[src/rtl/alu_disp_pkg.sv]
`default_nettype none
// ============================================================================
//  Module      : alu_disp_pkg
//  Description : Shared constants for the ALU result display scanner: digit
//                count and the 16-entry hex-to-segment (abcdefg) encoding.
//  Revision    : 1.0 - initial release
// ============================================================================
package alu_disp_pkg;

    localparam int c_num_digits = 4;
    localparam int c_digit_w    = 2;
    localparam int c_seg_w      = 7;

    // Index 15 is leftmost; bit 6 of each entry is segment a.
    localparam logic [15:0][6:0] c_seg_lut = {
        7'b1000111,  // F
        7'b1001111,  // E
        7'b0111101,  // d
        7'b1001110,  // C
        7'b0011111,  // b
        7'b1110111,  // A
        7'b1111011,  // 9
        7'b1111111,  // 8
        7'b1110000,  // 7
        7'b1011111,  // 6
        7'b1011011,  // 5
        7'b0110011,  // 4
        7'b1111001,  // 3
        7'b1101101,  // 2
        7'b0110000,  // 1
        7'b1111110   // 0
    };

endpackage
`default_nettype wire

[src/rtl/seg7_hex_decode.sv]
`default_nettype none
// ============================================================================
//  Module      : seg7_hex_decode
//  Description : Combinational hex nibble to active-high 7-segment decoder.
//  Revision    : 1.0 - initial release
// ============================================================================
module seg7_hex_decode
    import alu_disp_pkg::*;
(
    input  logic [3:0]         hex,
    output logic [c_seg_w-1:0] seg
);

    assign seg = c_seg_lut[hex];

endmodule
`default_nettype wire

[src/rtl/alu_result_display_scan.sv]
`default_nettype none
// ============================================================================
//  Module      : alu_result_display_scan
//  Description : Four-digit multiplexed 7-segment display of a history of ALU
//                result nibbles. A one-entry pending register is committed
//                into the history only at frame boundaries.
//                Optional macro BLANK_UNWRITTEN_EN blanks never-written digits.
//  Revision    : 1.0 - initial release
// ============================================================================
module alu_result_display_scan
    import alu_disp_pkg::*;
#(
    parameter int REFRESH_DIV = 50000
) (
    input  logic               clk,
    input  logic               rst,
    input  logic [3:0]         result,
    input  logic               result_valid,
    output logic               result_ready,
    input  logic               en,
    output logic [c_seg_w-1:0] seg,
    output logic [3:0]         an
);

    localparam int c_cnt_w = (REFRESH_DIV > 2) ? $clog2(REFRESH_DIV) : 1;
    localparam logic [c_cnt_w-1:0] c_cnt_max = c_cnt_w'(REFRESH_DIV - 1);
    localparam logic [c_digit_w-1:0] c_last_digit = c_digit_w'(c_num_digits - 1);

    logic [c_cnt_w-1:0]               r_refresh_cnt;
    logic [c_digit_w-1:0]             r_digit_idx;
    logic [c_num_digits-1:0][3:0]     r_hist;
    logic [3:0]                       r_pending;
    logic                             r_pending_full;

    logic                             w_tick;
    logic                             w_frame;
    logic                             w_accept;
    logic                             w_commit;
    logic [3:0]                       w_sel_nibble;
    logic [c_seg_w-1:0]               w_seg_dec;
    logic [c_seg_w-1:0]               w_seg_next;
    logic [3:0]                       w_an_next;

    assign result_ready = ~r_pending_full;
    assign w_tick       = (r_refresh_cnt == c_cnt_max);
    assign w_frame      = w_tick && (r_digit_idx == c_last_digit);
    assign w_accept     = result_valid && ~r_pending_full;
    // Accept needs pending empty, commit needs it full: never both in one cycle.
    assign w_commit     = w_frame && r_pending_full;
    assign w_sel_nibble = r_hist[r_digit_idx];

    seg7_hex_decode u_dec (
        .hex (w_sel_nibble),
        .seg (w_seg_dec)
    );

`ifdef BLANK_UNWRITTEN_EN
    logic [c_num_digits-1:0] r_valid;

    always_ff @(posedge clk) begin
        if (rst) begin
            r_valid <= '0;
        end else if (w_commit) begin
            r_valid <= {r_valid[c_num_digits-2:0], 1'b1};
        end
    end

    assign w_seg_next = r_valid[r_digit_idx] ? w_seg_dec : '0;
`else
    assign w_seg_next = w_seg_dec;
`endif

    always_comb begin
        w_an_next              = '0;
        w_an_next[r_digit_idx] = 1'b1;
    end

    always_ff @(posedge clk) begin
        if (rst) begin
            r_refresh_cnt  <= '0;
            r_digit_idx    <= '0;
            r_hist         <= '0;
            r_pending      <= '0;
            r_pending_full <= 1'b0;
            seg            <= '0;
            an             <= '0;
        end else begin
            r_refresh_cnt <= w_tick ? '0 : r_refresh_cnt + 1'b1;
            if (w_tick) begin
                r_digit_idx <= r_digit_idx + 1'b1;
            end

            if (w_commit) begin
                r_hist         <= {r_hist[c_num_digits-2:0], r_pending};
                r_pending_full <= 1'b0;
            end else if (w_accept) begin
                r_pending      <= result;
                r_pending_full <= 1'b1;
            end

            // Outputs reflect the scan position and history before this edge.
            seg <= en ? w_seg_next : '0;
            an  <= en ? w_an_next  : '0;
        end
    end

endmodule
`default_nettype wire
[config.mk]
export PLATFORM = sky130hd
export DESIGN_NAME = alu_result_display_scan
export DESIGN_NICKNAME = d
export VERILOG_FILES = /design/src/rtl/alu_disp_pkg.sv /design/src/rtl/seg7_hex_decode.sv /design/src/rtl/alu_result_display_scan.sv
export SDC_FILE = /design/constraint.sdc
export NUM_CORES = 1
export LEC_CHECK = 0
export ABC_AREA = 1
export BUFFER_PORTS_ARGS = -buffer_cell sky130_fd_sc_hd__buf_2
export CORE_MARGIN = 2
export CORE_UTILIZATION = 60
export DETAILED_ROUTE_END_ITERATION = 16
export HOLD_SLACK_MARGIN = 0.08
export PLACE_DENSITY = 0.84
export SYNTH_ARGS = -nofsm -noshare
export SYNTH_HDL_FRONTEND = slang
export SYNTH_SLANG_ARGS = --single-unit
[constraint.sdc]
create_clock -name clk -period 3.3 [get_ports clk]
set_clock_uncertainty 0.05 [all_clocks]
set_input_delay 0.165 -clock clk [delete_from_list [all_inputs] [get_ports clk]]
set_output_delay 0.165 -clock clk [all_outputs]
set_load 0.03 [all_outputs]
==> impl_metrics.env <==
export IMPL_outcome="finished, final reports clean"
export IMPL_synth_area_top_cells="dfxtp_1 41%, nand2_1 12%, nor2_1 12%"
export IMPL_synth_seq_cells=50
export IMPL_antenna_found_initial=0
export IMPL_syn_area_sq_mm=0.002434
export IMPL_grt_overflow_total=0
export IMPL_wire_per_inst_microns=9.844
export IMPL_dieArea_sq_mm=0.004581
export IMPL_synth_fp_nets=374
export IMPL_maxCapViolations=0
export IMPL_postCtsResizedCells=0
export IMPL_cts_root_buffer="clkbuf_8"
export IMPL_synth_distinct_cells=23
export IMPL_cts_tree="done"
export IMPL_synth_top_area_cell="dfxtp_1"
export IMPL_die_h_microns=67.69
export IMPL_end_kind="flip-flop"
export IMPL_cp_startpoint="r_digit_idx[0]"
export IMPL_crit_top_cell="nand2_1"
export IMPL_place_congestion=0.8746
export IMPL_viasPerCell=4.874
export IMPL_num_vias=2091
export IMPL_setup_viol=0
export IMPL_initial_core_util=0.6173
export IMPL_grt_use_total=0.2117
export IMPL_wl_met3_microns=216
export IMPL_layout_nets=398
export IMPL_critPathArrivalTime_ns=2.14
export IMPL_ctsLongestPathBuffers=2
export IMPL_synthCells=354
export IMPL_syn_to_final_growth_pct=10.08
export IMPL_fmax_mhz=503.6
export IMPL_fin_crit_sh=0.6018
export IMPL_num_antenna_cells=0
export IMPL_critPathMaxStageDelay_ns=0.62
export IMPL_start_kind="flip-flop"
export IMPL_yosysTopAreaCellShare=0.4113
export IMPL_cts_buffers=5
export IMPL_hold_path_class="input port to flip-flop"
export IMPL_area_sequential_sq_mm=0.001001
export IMPL_grt_pass1_wl_mm=7.314
export IMPL_clock_sinks=50
export IMPL_fin_tns_setup_ns=0
export IMPL_power_mw=1.032
export IMPL_path_class="flip-flop to flip-flop"
export IMPL_drv_slew=0
export IMPL_relSlewSlack=0.5082
export IMPL_dr_max_layer_used="met4"
export IMPL_dp_hpwl_mm=2.974
export IMPL_hp_start="en"
export IMPL_drtAntennaViolNets=0
export IMPL_vdd_ir_drop_max_mv=0.2885
export IMPL_fin_crit_ns=1.986
export IMPL_cts_htree_levels=2
export IMPL_crit_buf_inv=1
export IMPL_std_cell_rows=23
export IMPL_drive_gt1_frac=0.1029
export IMPL_cpLargestDelayFamily="flip-flops"
export IMPL_crit_chain="nand2_1, a32oi_1, inv_1, ha_1, nand2_1, nand2_1, nor2_1, nor2_1"
export IMPL_ios=20
export IMPL_io_buffers=19
export IMPL_fillCellCount=339
export IMPL_avgSynthCellArea_sq_um=6.875
export IMPL_dr_wl_met2_mm=1.863
export IMPL_grt_max_degree=34
export IMPL_worstMarginPinSlew_ns=0.7369
export IMPL_dr_pass1_iters=4
export IMPL_first_global_vias=1791
export IMPL_met1Wirelength_mm=2.058
export IMPL_multi_input_area_sq_mm=0.001172
export IMPL_worstPathMaxFanout=15
export IMPL_critPathSlowestCell="dfxtp_1"
export IMPL_drc=0
export IMPL_dieWidth_microns=67.69
export IMPL_fin_cells=429
export IMPL_final_hold_viol_count=0
export IMPL_powerDensity_mw_per_mm2=385.1
export IMPL_clock_latency_ns=0.31
export IMPL_p_leak_nw=1.290
export IMPL_dp_cells=416
export IMPL_wl_mm=4.223
export IMPL_yosysSeqAreaShare=0.4113
export IMPL_timing_rr_start="r_digit_idx[0]"
export IMPL_clkTransAtPathRegs_ns=0.09
export IMPL_core_sq_mm=0.003943
export IMPL_drt_iter0_markers=130
export IMPL_ys_warn_count=0
export IMPL_rsz0062_at_grt="false"
export IMPL_critPathRequiredTime_ns=3.45
## kinds of logic after synthesis
family / share of synthesized area
compound gates: 0.06427
xor+xnor: 0.01080
fa+ha+maj: 0.06170
buf+inv: 0.1069
flops: 0.4113
simple gates: 0.3450
## metal layers
layer / vias up / track usage
met2: 60 / 0.3382
met3: 6 / 0.05500
met5: - / 0
met1: 892 / 0.2660
li1: 1133 / -
met4: 0 / 0.09694
## sequential cells by signal, indices dropped and copies added (netlist names)
signal and cells:
r_pending 4, seg 7, r_hist 16, r_refresh_cnt 16, r_digit_idx 2, an 4, r_pending_full 1
## where the power goes
group          internal, mW  leakage [nW]  total, mW  switching (mW)
logic                0.0181         0.836     0.0515          0.0334
clock network         0.169        0.0482      0.359           0.190
registers             0.615         0.406      0.621         0.00579
## area by class of cell
cell class                      count  area share
Multi-Input combinational cell    242      0.4376
Sequential cell                    50      0.3737
Inverter                           55     0.07707
Timing Repair Buffer               24     0.05418
Clock buffer                        7     0.03223
Tap cell                           50     0.02335
Clock inverter                      1    0.001868
## cell usage in the layout (no fill, tap or decap), drive strengths merged
master / netlist / routed
a32oi: 1 / 1
nand3: 21 / 21
xor2: 2 / 2
dlygate4sd3: 0 / 5
clkbuf: 0 / 7
o211ai: 1 / 1
ha: 12 / 12
nor2: 79 / 79
nand2: 84 / 84
clkinv: 0 / 1
nor3: 6 / 6
o21ai: 12 / 12
inv: 55 / 55
buf: 7 / 19
nand4: 4 / 4
a21oi: 16 / 16
nand3b: 3 / 3
dfxtp: 50 / 50
xnor2: 1 / 1
## worst min-delay path: stages
cell and delay, ns:
buf_2 0.08, nand2_1 0.15, nor2_1 0.12
## per-stage QoR
stage	hold slack, ns	util	instance area, sq um	worst slack [ns]
floorplan	0.2483	-	2434	1.502
global placement	0.3376	0.6436	2537	1.404
detailed placement	0.3451	0.6436	2537	1.353
CTS	0.1849	0.6795	2679	1.325
global route	0.1984	0.6795	2679	1.110
finish	0.1895	0.6795	2679	1.314
## path summary, 6_finish.rpt
kind              depth (start not counted)               end  slack, ns
hold reg to reg                           1  r_refresh_cnt[0]       0.41
hold / removal                            3             an[3]       0.19
setup reg to reg                          8            seg[3]       1.31
setup / recovery                          8            seg[3]       1.31
## synthesized netlist by cell type (all sizes together)
cell    instances
a21oi          16
a32oi           1
buf             7
dfxtp          50
ha             12
inv            55
nand2          84
nand3          21
nand3b          3
nand4           4
nor2           79
nor3            6
o211ai          1
o21ai          12
xnor2           1
xor2            2
## repair_timing
| action | 4_1_cts | 5_1_grt |
|---|---|---|
| setup buffers | 0 | 0 |
| hold buffers | 5 | 0 |
| hold endpoints to repair | 5 | 0 |
No activity file was read; power rests on OpenSTA's default activity.
